$ cat src/rtl/cpu_seq.sv
// Multi-cycle sequencer for a simple core: FETCH/DECODE/EXEC/MEM/WB control, PC and IR.
// Optional performance counters are built when CPU_SEQ_PERF_CNT_EN is defined.
module cpu_seq #(
  parameter int              XLEN     = 32,
  parameter logic [XLEN-1:0] PC_RESET = '0
) (
  input  logic            clk,
  input  logic            rst,
  output logic            imem_req,
  output logic [XLEN-1:0] imem_addr,
  input  logic            imem_ack,
  input  logic [31:0]     imem_rdata,
  output logic [31:0]     ins,
  input  logic            wren,
  input  logic            is_load,
  input  logic            is_store,
  input  logic            is_halt,
  input  logic            br_taken,
  input  logic [XLEN-1:0] alu_result,
  output logic            dmem_req,
  output logic            dmem_we,
  input  logic            dmem_ack,
  output logic            rf_we,
  output logic [XLEN-1:0] pc,
  output logic [2:0]      state,
  output logic            halted,
  output logic            trap,
  output logic [XLEN-1:0] cycle_cnt,
  output logic [XLEN-1:0] instret
);

  if (XLEN != 32 && XLEN != 64) begin : g_bad_xlen
    $error("cpu_seq: XLEN must be 32 or 64");
  end
  if (PC_RESET[1:0] != 2'b00) begin : g_bad_pc_reset
    $error("cpu_seq: PC_RESET must be word aligned");
  end

  typedef enum logic [2:0] {
    IDLE   = 3'd0,
    FETCH  = 3'd1,
    DECODE = 3'd2,
    EXEC   = 3'd3,
    MEM    = 3'd4,
    WB     = 3'd5,
    HALT   = 3'd6
  } state_t;

  state_t          state_q, state_d;
  logic [XLEN-1:0] pc_q, pc_d;
  logic [31:0]     ins_q;
  logic            trap_q, trap_d;
  logic [XLEN-1:0] br_tgt, pc_inc;
  logic            mis_tgt;

  // Bit 0 of a branch target is dropped; bit 1 still set means a misaligned word target.
  assign br_tgt  = {alu_result[XLEN-1:1], 1'b0};
  assign mis_tgt = br_taken & br_tgt[1];
  assign pc_inc  = pc_q + XLEN'(4);

  always_comb begin
    state_d  = state_q;
    pc_d     = pc_q;
    trap_d   = trap_q;
    imem_req = 1'b0;
    dmem_req = 1'b0;
    dmem_we  = 1'b0;
    rf_we    = 1'b0;
    unique case (state_q)
      IDLE:   state_d = FETCH;
      FETCH: begin
        imem_req = 1'b1;
        if (imem_ack) state_d = DECODE;
      end
      DECODE: state_d = is_halt ? HALT : EXEC;
      EXEC:   state_d = (is_load | is_store) ? MEM : WB;
      MEM: begin
        dmem_req = 1'b1;
        dmem_we  = is_store;
        if (dmem_ack) state_d = WB;
      end
      WB: begin
        if (mis_tgt) begin
          trap_d  = 1'b1;
          state_d = HALT;
        end else begin
          rf_we   = wren;
          pc_d    = br_taken ? br_tgt : pc_inc;
          state_d = FETCH;
        end
      end
      HALT:   state_d = HALT;
      default: state_d = IDLE;
    endcase
  end

  always_ff @(posedge clk or negedge rst) begin
    if (!rst) begin
      state_q <= IDLE;
      pc_q    <= PC_RESET;
      ins_q   <= '0;
      trap_q  <= 1'b0;
    end else begin
      state_q <= state_d;
      pc_q    <= pc_d;
      trap_q  <= trap_d;
      if (state_q == FETCH && imem_ack) ins_q <= imem_rdata;
    end
  end

  assign imem_addr = pc_q;
  assign pc        = pc_q;
  assign ins       = ins_q;
  assign state     = state_q;
  assign halted    = (state_q == HALT);
  assign trap      = trap_q;

`ifdef CPU_SEQ_PERF_CNT_EN
  logic [XLEN-1:0] cyc_q, ret_q;

  always_ff @(posedge clk or negedge rst) begin
    if (!rst) begin
      cyc_q <= '0;
      ret_q <= '0;
    end else begin
      if (state_q != IDLE && state_q != HALT) cyc_q <= cyc_q + XLEN'(1);
      if (state_q == WB && state_d == FETCH)  ret_q <= ret_q + XLEN'(1);
    end
  end

  assign cycle_cnt = cyc_q;
  assign instret   = ret_q;
`else
  assign cycle_cnt = '0;
  assign instret   = '0;
`endif

endmodule

$ cat config.mk
export PLATFORM = sky130hd
export DESIGN_NAME = cpu_seq
export DESIGN_NICKNAME = d
export VERILOG_FILES = /design/src/rtl/cpu_seq.sv
export SDC_FILE = /design/constraint.sdc
export NUM_CORES = 1
export LEC_CHECK = 0
export ABC_AREA = 1
export CAP_MARGIN = 20
export CELL_PAD_IN_SITES_DETAIL_PLACEMENT = 1
export CELL_PAD_IN_SITES_GLOBAL_PLACEMENT = 1
export CORE_MARGIN = 1.5
export CORE_UTILIZATION = 26
export CTS_BUF_LIST = sky130_fd_sc_hd__clkbuf_2
export DETAILED_ROUTE_END_ITERATION = 8
export PLACE_DENSITY = 0.82
export SLEW_MARGIN = 20
export SYNTH_ARGS = -nofsm -noshare
export SYNTH_HDL_FRONTEND = slang
export SYNTH_SLANG_ARGS = --single-unit
$ cat constraint.sdc
create_clock -name clk -period 1.6 [get_ports clk]
set_clock_uncertainty 0.1 [all_clocks]
set_input_delay 0.32 -clock clk [delete_from_list [all_inputs] [get_ports clk]]
set_output_delay 0.32 -clock clk [all_outputs]
set_load 0.03 [all_outputs]
==> results of run 1 <==
[worst min path at each step]
stage	slack, ns	to	cells after the start	startpoint
after floorplan	-0.08	imem_addr[10]$_DFFE_PN0P_	0	rst
after global placement	0.18	imem_addr[8]$_DFFE_PN0P_	1	rst
after detailed placement	0.17	imem_addr[8]$_DFFE_PN0P_	1	rst
after CTS	0.04	imem_addr[8]$_DFFE_PN0P_	2	rst
after global routing	0.02	imem_addr[7]$_DFFE_PN0P_	2	rst
final	0.11	imem_addr[7]$_DFFE_PN0P_	2	rst
[metrics by stage]
stage          cells  instance area, µm²  setup WS [ns]  setup TNS [ns]
2_1_floorplan    664                4960        -0.2080          -6.347
3_3_place_gp    1005                6603        -0.2288          -6.342
3_5_place_dp    1005                6603        -0.2403          -7.375
4_1_cts         1094                7735        -0.4716          -10.94
5_1_grt         1128                8508        -0.4810          -23.22
6_report        1128                8508        -0.3958          -13.82
[metal layers]
| metal | part of all wire | track usage |
|---|---|---|
| met1 | 0.37 | 0.2124 |
| met2 | 0.54 | 0.3529 |
| met3 | 0.060 | 0.04667 |
| met4 | 0.029 | 0.07210 |
| met5 | 0 | 0 |
[kinds of logic after synthesis]
kind of cell               after synthesis  synth area share
muxes                                   32            0.1017
and+or+nand+nor                        296            0.2655
other                                    1         0.0008063
buffers and inverters                  161            0.2195
adders and majority gates                1          0.002690
AOI/OAI and AO/OA                       41           0.04924
DFF                                     67            0.3605
[critical path, stage by stage (launching register included)]
cell	delay [ns]
dfrtp_2	0.54
nor3_4	0.23
buf_6	0.13
buf_6	0.12
[placed cells by master, fill, tap and decap left out, drive strengths merged, types with 2 or more instances in the layout]
cell	count
buf	260
nand2	151
nor2	94
clkdlybuf4s50	70
dfrtp	67
conb	66
inv	46
nand3	41
mux2	32
o21ai	23
clkbuf	13
a21oi	8
clkinv	7
or2	4
a22oi	3
nor3	3
o22ai	2
[area by class of cell]
class | count | area (µm²)
diodes | 1 | 2.502
clock buffers | 9 | 45.04
clock inverters | 7 | 58.81
fillers | 2008 | 8909
inverters | 48 | 195.2
multi-input cells | 436 | 2710
flip-flops and latches | 67 | 1705
well taps | 225 | 281.5
repair buffers | 335 | 3510
[registers in the layout (all words and copies together) (netlist names)]
register / flops
trap: 1
imem_addr: 31
state: 3
ins: 32
[cell usage after synthesis (all sizes together) (2+ instances only)]
cell type and n:
nor3 3, inv 48, nand2 151, nor2 94, o22ai 2, nand3 41, clkbuf 3, or2 4
dfrtp 67, o21ai 23, a21oi 8, mux2 32, a22oi 3, buf 110
[report_power, final]
group / switching (mW) / total [mW] / internal, mW
registers: 0.966 / 3.57 / 2.60
clock network: 0.718 / 1.06 / 0.339
logic: 6.81 / 13.3 / 6.45
total: 8.50 / 17.9 / 9.39
[repair_timing]
action                                  in CTS  in global routing
gates cloned                                 0                  4
buffers inserted                            78                 33
gates resized for setup                    526                138
pin swaps                                   18                 43
endpoints found under the hold margin       67                  0
endpoints found under the setup margin     122                163
hold buffers                                 1                  0
==> reports/metrics.cfg, run 1 <==
[outcome]
status = finished with violations
violations = negative setup slack

[global_route]
grt_usage = 0.1920
antenna_found_initial = 1
grt_remaining_overflow = 0
grt_pass1_wl_um = 27140
grt_max_degree = 43
grt_pass1_vias = 5232

[timing]
fin_crit_sh = 1.247
setup_violations = 118
fmax_mhz = 501.0
rsz0062_at_grt = true
period_minus_slack_ns = 1.996
hold_slack_ns = 0.1056
setup_ws_ns = -0.3958
hold_violations = 0
final_max_slew_viol_count = 0

[clock_tree]
cts_tree = yes
clock_path_buffers = 2
cts.sinks = 67
numCtsBuffers = 9
clock_latency_ns = 0.56
clkTransAtPathRegs_ns = 0.24
htree_levels = 3
root_buffer = clkbuf_2

[finish]
fin_util = 0.4885
drive_gt1_frac = 0.4956
syn_to_final_growth_pct = 82.94
nNetsFinal = 971

[setup_path]
timing.rr.end = imem_addr[14]$_DFFE_PN0P_
critical_path_class = flip-flop to output port
cp-end-kind = output port
path_max_fanout = 6
crit_required_ns = 1.18
cp-startpoint = state[2]$_DFFE_PN0P_
startpoint_type = flip-flop
reg2reg_depth = 11
ff2ff_setup_slack_ns = -0.24
crit_arrival_ns = 1.58
crit_end = imem_req
reg2reg_from = imem_addr[2]$_DFFE_PN0P_

[min_path]
hold_path_class = primary input to asynchronous set/reset pin

[synthesis]
synth_top_cell_area_share = 0.3605
synth_warnings = 0
synth.top_cells.by_area = dfrtp_1 36%, buf_4 16%, nand2_1 12%, mux2_4 9.7%, nor2_1 6.7%
synthArstFlopShare = 1.000
yosysSeqAreaShare = 0.3605
synth_edf_count = 0
yosys.area.top_type = dfrtp_1
synth_cell_type_count = 35
synth.avg_cell_area_um2 = 7.764
synth_seq_cells = 67
netlist_area_um2 = 4651
synth_ff_type = dfrtp_1
synth_cells = 599

[die]
die_h_um = 136.7
rows = 48
initial_core_util = 0.2670
io-pin-count = 242
die_w_um = 136.7
die-area_um2 = 18700
coreArea_um2 = 17420

[routing]
drc = 0
dr.pass1.iters = 4
routedWlPerCell_um = 18.48
drt-initial-drc-count = 221
routed_wl_um = 20850
route.vias.total = 5125
routed_via_density = 4.543
ant_nets = 0

[flow_run]
cap_violations = 0

[power_and_ir_drop]
power.leakage_nw = 4.186
irDropWorstVdd_mv = 1.187
power_mw = 17.89
power_density_nw_per_um2 = 2102

[placed_design]
gp_congestion = 0.8176
portBuffers = 174
dp_hpwl_um = 12190

Power figures use the tool's default switching activity.
==> inputs of run 2 (changes only) <==
- RECOVER_POWER: default -> 25
==> reports/metrics.cfg, run 2 (synthesis gave the netlist of run 1 again) <==
[setup_path]
crit_top_cell = buf_6
cpPeakStageDelay_ns = 0.55  ; about the same
crit_required_ns = 1.18  ; about the same
path_max_fanout = 6  ; unchanged
critical_path_class = flip-flop to output port
cp_top_family = flip-flops
path_depth = 3  ; unchanged
crit_buf_inv = 2  ; unchanged
cp-end-kind = output port
crit_arrival_ns = 1.58  ; about the same
reg2reg_depth = 11  ; unchanged
startpoint_type = flip-flop
worst_path_max_delay_cell = dfrtp_2
path_cells = nor3_4 > buf_6 > buf_6

[placed_design]
place_area_um2 = 6603  ; unchanged
dp_hpwl_um = 12190  ; unchanged
portBuffers = 174  ; unchanged
dp_worst_setup_slack_ns = -0.2403  ; unchanged
gp_congestion = 0.8176  ; unchanged
dp.cells = 1005  ; unchanged

[global_route]
antenna_found_initial = 1  ; unchanged
grt_usage = 0.1920  ; unchanged
grt_pass1_wl_um = 27140  ; unchanged
grt_pass1_vias = 5232  ; unchanged
grt_remaining_overflow = 0  ; unchanged
grt_max_degree = 43  ; unchanged

[finish]
layout_commonest_cell = buf_6
nNetsFinal = 971  ; unchanged
fin_util = 0.4878  ; -0.0007190
drive_gt1_frac = 0.4945  ; -0.001109
largest_reg_flops = 32  ; unchanged
mostFrequentLayoutCells = 142 x buf_6, 122 x nand2_1, 99 x buf_4
final_cell_count_no_fill = 1128  ; unchanged
syn_to_final_growth_pct = 82.67
design_area_um2 = 8496  ; -0.15%

[timing]
hold_violations = 0  ; unchanged
fin_crit_sh = 1.248  ; about the same
setup_ws_ns = -0.3962  ; -0.0003730 ns
hold_slack_ns = 0.2052  ; +0.09963 ns
slew_headroom = 0.3228
rsz0062_at_grt = true
fmax_mhz = 500.9  ; about the same
worst_slew_pin_slew_ns = 1.016
final_max_slew_viol_count = 0  ; unchanged
period_minus_slack_ns = 1.996  ; +0.0003730 ns
setup_violations = 113  ; -4.2%
setup_tns_ns = -13.94  ; -0.1147 ns

[power_and_ir_drop]
power.switching_mw = 8.501  ; about the same
p_clk_frac = 0.059  ; about the same
seqPwrFrac = 0.200  ; about the same
power_density_nw_per_um2 = 2105  ; +0.16%
irDropWorstVdd_mv = 1.191  ; +0.30%
power_mw = 17.89  ; about the same
power.leakage_nw = 4.179  ; -0.16%
p_int_mw = 9.386  ; about the same
p_sw_frac = 0.4753  ; about the same
p_comb_frac = 0.742  ; about the same

[routing]
routed_wl_um = 20870  ; +0.13%
routed_via_density = 4.565  ; +0.47%
route.vias.total = 5149  ; +0.47%
drt-initial-drc-count = 219  ; -0.90%
dr.pass1.iters = 4  ; unchanged
drc = 0  ; unchanged
routedWlPerCell_um = 18.51  ; +0.13%
ant_nets = 0  ; unchanged

[die]
io-pin-count = 242  ; unchanged
die_w_um = 136.7  ; unchanged
die-area_um2 = 18700  ; unchanged
die_h_um = 136.7  ; unchanged
rows = 48  ; unchanged
initial_core_util = 0.2670  ; unchanged
coreArea_um2 = 17420  ; unchanged

[clock_tree]
htree_levels = 3  ; unchanged
cts.sinks = 67  ; unchanged
clock_path_buffers = 2  ; unchanged
numCtsBuffers = 9  ; unchanged
root_buffer = clkbuf_2
clock_latency_ns = 0.56  ; about the same
clkTransAtPathRegs_ns = 0.22  ; -0.02 ns
cts_tree = yes

[flow_run]
cap_violations = 0  ; unchanged

[min_path]
hold_path_class = primary input to flip-flop
whs_path_depth = 3

[outcome]
violations = negative setup slack
status = finished with violations

==> run 2: cell types whose count changed in the layout (fill, tap and decap cells not counted), sizes merged <==
cell / before / now
buf: 260 / 258
clkbuf: 13 / 15
==> run 2: timing repair <==
item / CTS / global route
setup buffers: 78 / 33
pin swaps: 18 / 43
gates cloned: 0 / 4
setup endpoints to repair: 122 / 163
hold buffers: 1 / 0
gates resized for setup: 526 / 138
hold endpoints to repair: 67 / 0
==> run 2: layer usage <==
layer	GRT usage	part of all wire
met5	0	0
met4	0.07210	0.026
met3	0.04667	0.063
met2	0.3529	0.54
met1	0.2124	0.37
==> run 2: tightest hold or removal path, cell delays in order <==
cell	delay, ns
clkdlybuf4s50_1	0.39
nand2_1	0.07
a31oi_1	0.07
==> run 2: layout make-up <==
class | instances | area [µm²]
Clock inverter | 7 | 58.81
Clock buffer | 9 | 45.04
Sequential cell | 67 | 1705
Timing Repair Buffer | 335 | 3497
Tap cell | 225 | 281.5
Fill cell | 2010 | 8921
Multi-Input combinational cell | 436 | 2710
Inverter | 48 | 195.2
Antenna cell | 1 | 2.502
==> run 2: path summary, 6_finish.rpt <==
check	start	endpoint	slack (ns)
hold reg to reg	trap$_DFFE_PN0P_	trap$_DFFE_PN0P_	0.43
max in group asynchronous	rst	imem_addr[25]$_DFFE_PN0P_	0.08
min in group asynchronous	rst	imem_addr[7]$_DFFE_PN0P_	0.32
hold / removal	alu_result[3]	imem_addr[3]$_DFFE_PN0P_	0.21
setup reg to reg	imem_addr[2]$_DFFE_PN0P_	imem_addr[14]$_DFFE_PN0P_	-0.24
setup / recovery	state[2]$_DFFE_PN0P_	imem_req	-0.40
==> run 2: power groups by stage <==
stage / sequential [mW] / clock, mW / combinational (mW)
after CTS: 3.52 / 1.09 / 11.6
final: 3.57 / 1.05 / 13.3
after detailed placement: 3.51 / 0 / 9.33
after global placement: 3.47 / 0 / 9.10
after floorplan: 5.09 / 0 / 4.17
after global routing: 3.68 / 1.16 / 13.9
==> RTL change (config.mk and constraints of run 1) <==
`XLEN`: 32 -> 64.
--- a/src/rtl/cpu_seq.sv
+++ b/src/rtl/cpu_seq.sv
@@ -1,7 +1,7 @@
 // Multi-cycle sequencer for a simple core: FETCH/DECODE/EXEC/MEM/WB control, PC and IR.
 // Optional performance counters are built when CPU_SEQ_PERF_CNT_EN is defined.
 module cpu_seq #(
-  parameter int              XLEN     = 32,
+  parameter int              XLEN     = 64,
   parameter logic [XLEN-1:0] PC_RESET = '0
 ) (
   input  logic            clk,
Interface: changed (5 resized); port bits go from 242 to 402. The function was not compared with the original's and may differ.
==> RTL change against run 1 <==
- the run still ends with setup timing left
- first-iteration DRC count rose to 4.3 times the old value
- sequential power rose by 45%
- synthesized cell count rose by 96%
- final area rose by 91%
- wire length rose to 2.6 times the old value
- power rose by 79%
- area after synthesis rose by 73%
- sequential cell count rose by 32
- sequential share of layout area fell by 4.5 points
- global-route usage rose by 8.7 points
- setup slack got worse by 0.37 ns
- register-to-register slack got worse by 0.47 ns
- via count rose by 120%
- critical path type unchanged
- highest routed layer unchanged
==> RTL change: results (changes against run 1) <==
| Metric | Value |
|---|---|
| Failing checks | setup timing (unchanged) |
| Critical Path AT | 1.94 ns (was 1.58 ns) |
| Via/cell ratio | 5.13 (was 4.54) |
| Average wire length per cell after detail routing | 25.4 microns (was 18.5 microns) |
| Filler cell count | 3530 (was 2008) |
| Global routing usage on met1 | 30.5% (was 21.2%) |
| Nets | 1860 (was 971) |
| Number of optimization iterations in the first detailed-route pass | 5 (was 4) |
| Pwr per Cell Area | 1970 nW/um^2 (was 2100 nW/um^2) |
| Setup Viol. Count Final | 255 (was 118) |
| Amount of wire on met2 after detailed routing | 26800 microns (was 11300 microns) |
| Ratio of cells with drive above 1 in the final layout | 57.0% (was 49.6%) |
| Share of the synthesized area in compound gates (AO/OA/AOI/OAI) | 6.49% (was 4.92%) |
| Main area contributors after synthesis | dfrtp_1, buf_4, nand2_1 (unchanged) |
| Highest ir drop seen on vdd | 0.926 mV (was 1.19 mV) |
| Routing usage on met2 | 49.5% (was 35.3%) |
| Share of total power consumed by net switching | 50.9% (was 47.5%) |
| Minimum setup slack in the final design | -0.764 ns (was -0.396 ns) |
| Final GP Congestion | 0.871 (was 0.818) |
| Global-route wire length before repair | 67000 microns (was 27100 microns) |
| Global-route track usage on met3 | 6.09% (was 4.67%) |
| Post-place setup slack | -0.352 ns (was -0.240 ns) |
| Length of routed met3 wiring | 4520 microns (was 1240 microns) |
| Global router's overall resource usage | 27.9% (was 19.2%) |
| Path type of the worst min-delay path | input pin to register (was input pin to asynchronous set/reset pin) |
| Synthesized area per cell | 6.87 sq um (was 7.76 sq um) |
| Distinct cell type count of the synthesized netlist | 38 (was 35) |
| Number of antenna violations at the first check in global routing | 2 (was 1) |
| Dpl hpwl | 27600 microns (was 12200 microns) |
| Clk pin slew, worst setup/hold paths | 0.43 ns (was 0.24 ns) |
| CTS Hold Buffers Added | 3 (was 1) |
| Synthesized-area fraction occupied by adder cells | 0.155% (was 0.269%) |
| Status | finished, violations left (unchanged) |
| Placed instance area | 11900 sq um (was 6600 sq um) |
| Routed length on met1 | 19600 microns (was 7720 microns) |
| Proportion of synthesized area in mux cells | 4.47% (was 10.2%) |
| Cell count after placement | 1933 (was 1005) |
| Xor/xnor share of the synthesized area | 0.761% (was 0%) |
| First-iteration detailed-routing DRC count | 953 (was 221) |
| Slowest stage delay, CP | 0.52 ns (was 0.54 ns) |
| Pin count of the biggest net entering global routing | 46 (was 43) |
| P_comb | 0.0254 W (was 0.0133 W) |
| Wirelength, routed | 54900 microns (was 20800 microns) |
## RTL change: path summary, 6_finish.rpt
kind                                from             to  slack, ns  cells past startpoint
min in group asynchronous            rst  imem_addr[60]       0.48                      3
setup / recovery                state[0]        dmem_we      -0.76                      7
hold / removal             alu_result[3]   imem_addr[3]       0.02                      3
setup reg to reg           imem_addr[22]  imem_addr[62]      -0.71                     11
max in group asynchronous            rst  imem_addr[33]       0.37                      4
hold reg to reg                   ins[2]         ins[2]       0.48                      1
## RTL change: layout make-up
cell class | instances | area [sq um] | share of cell area, %
timing repair buffer | 664 | 6880 | 42.2
multi-input combinational | 886 | 5860 | 36.0
sequential | 99 | 2540 | 15.6
tap | 396 | 495 | 3.04
inverter | 94 | 378 | 2.32
clock inverter | 7 | 93.8 | 0.576
clock buffer | 9 | 45.0 | 0.276
antenna | 2 | 5.00 | 0.0307
## RTL change: critical path: cells and delay by family, from the launching register on
kind	cells	cell delay (ns)
buf+inv	4	0.41
flops	1	0.52
simple gates	3	0.26
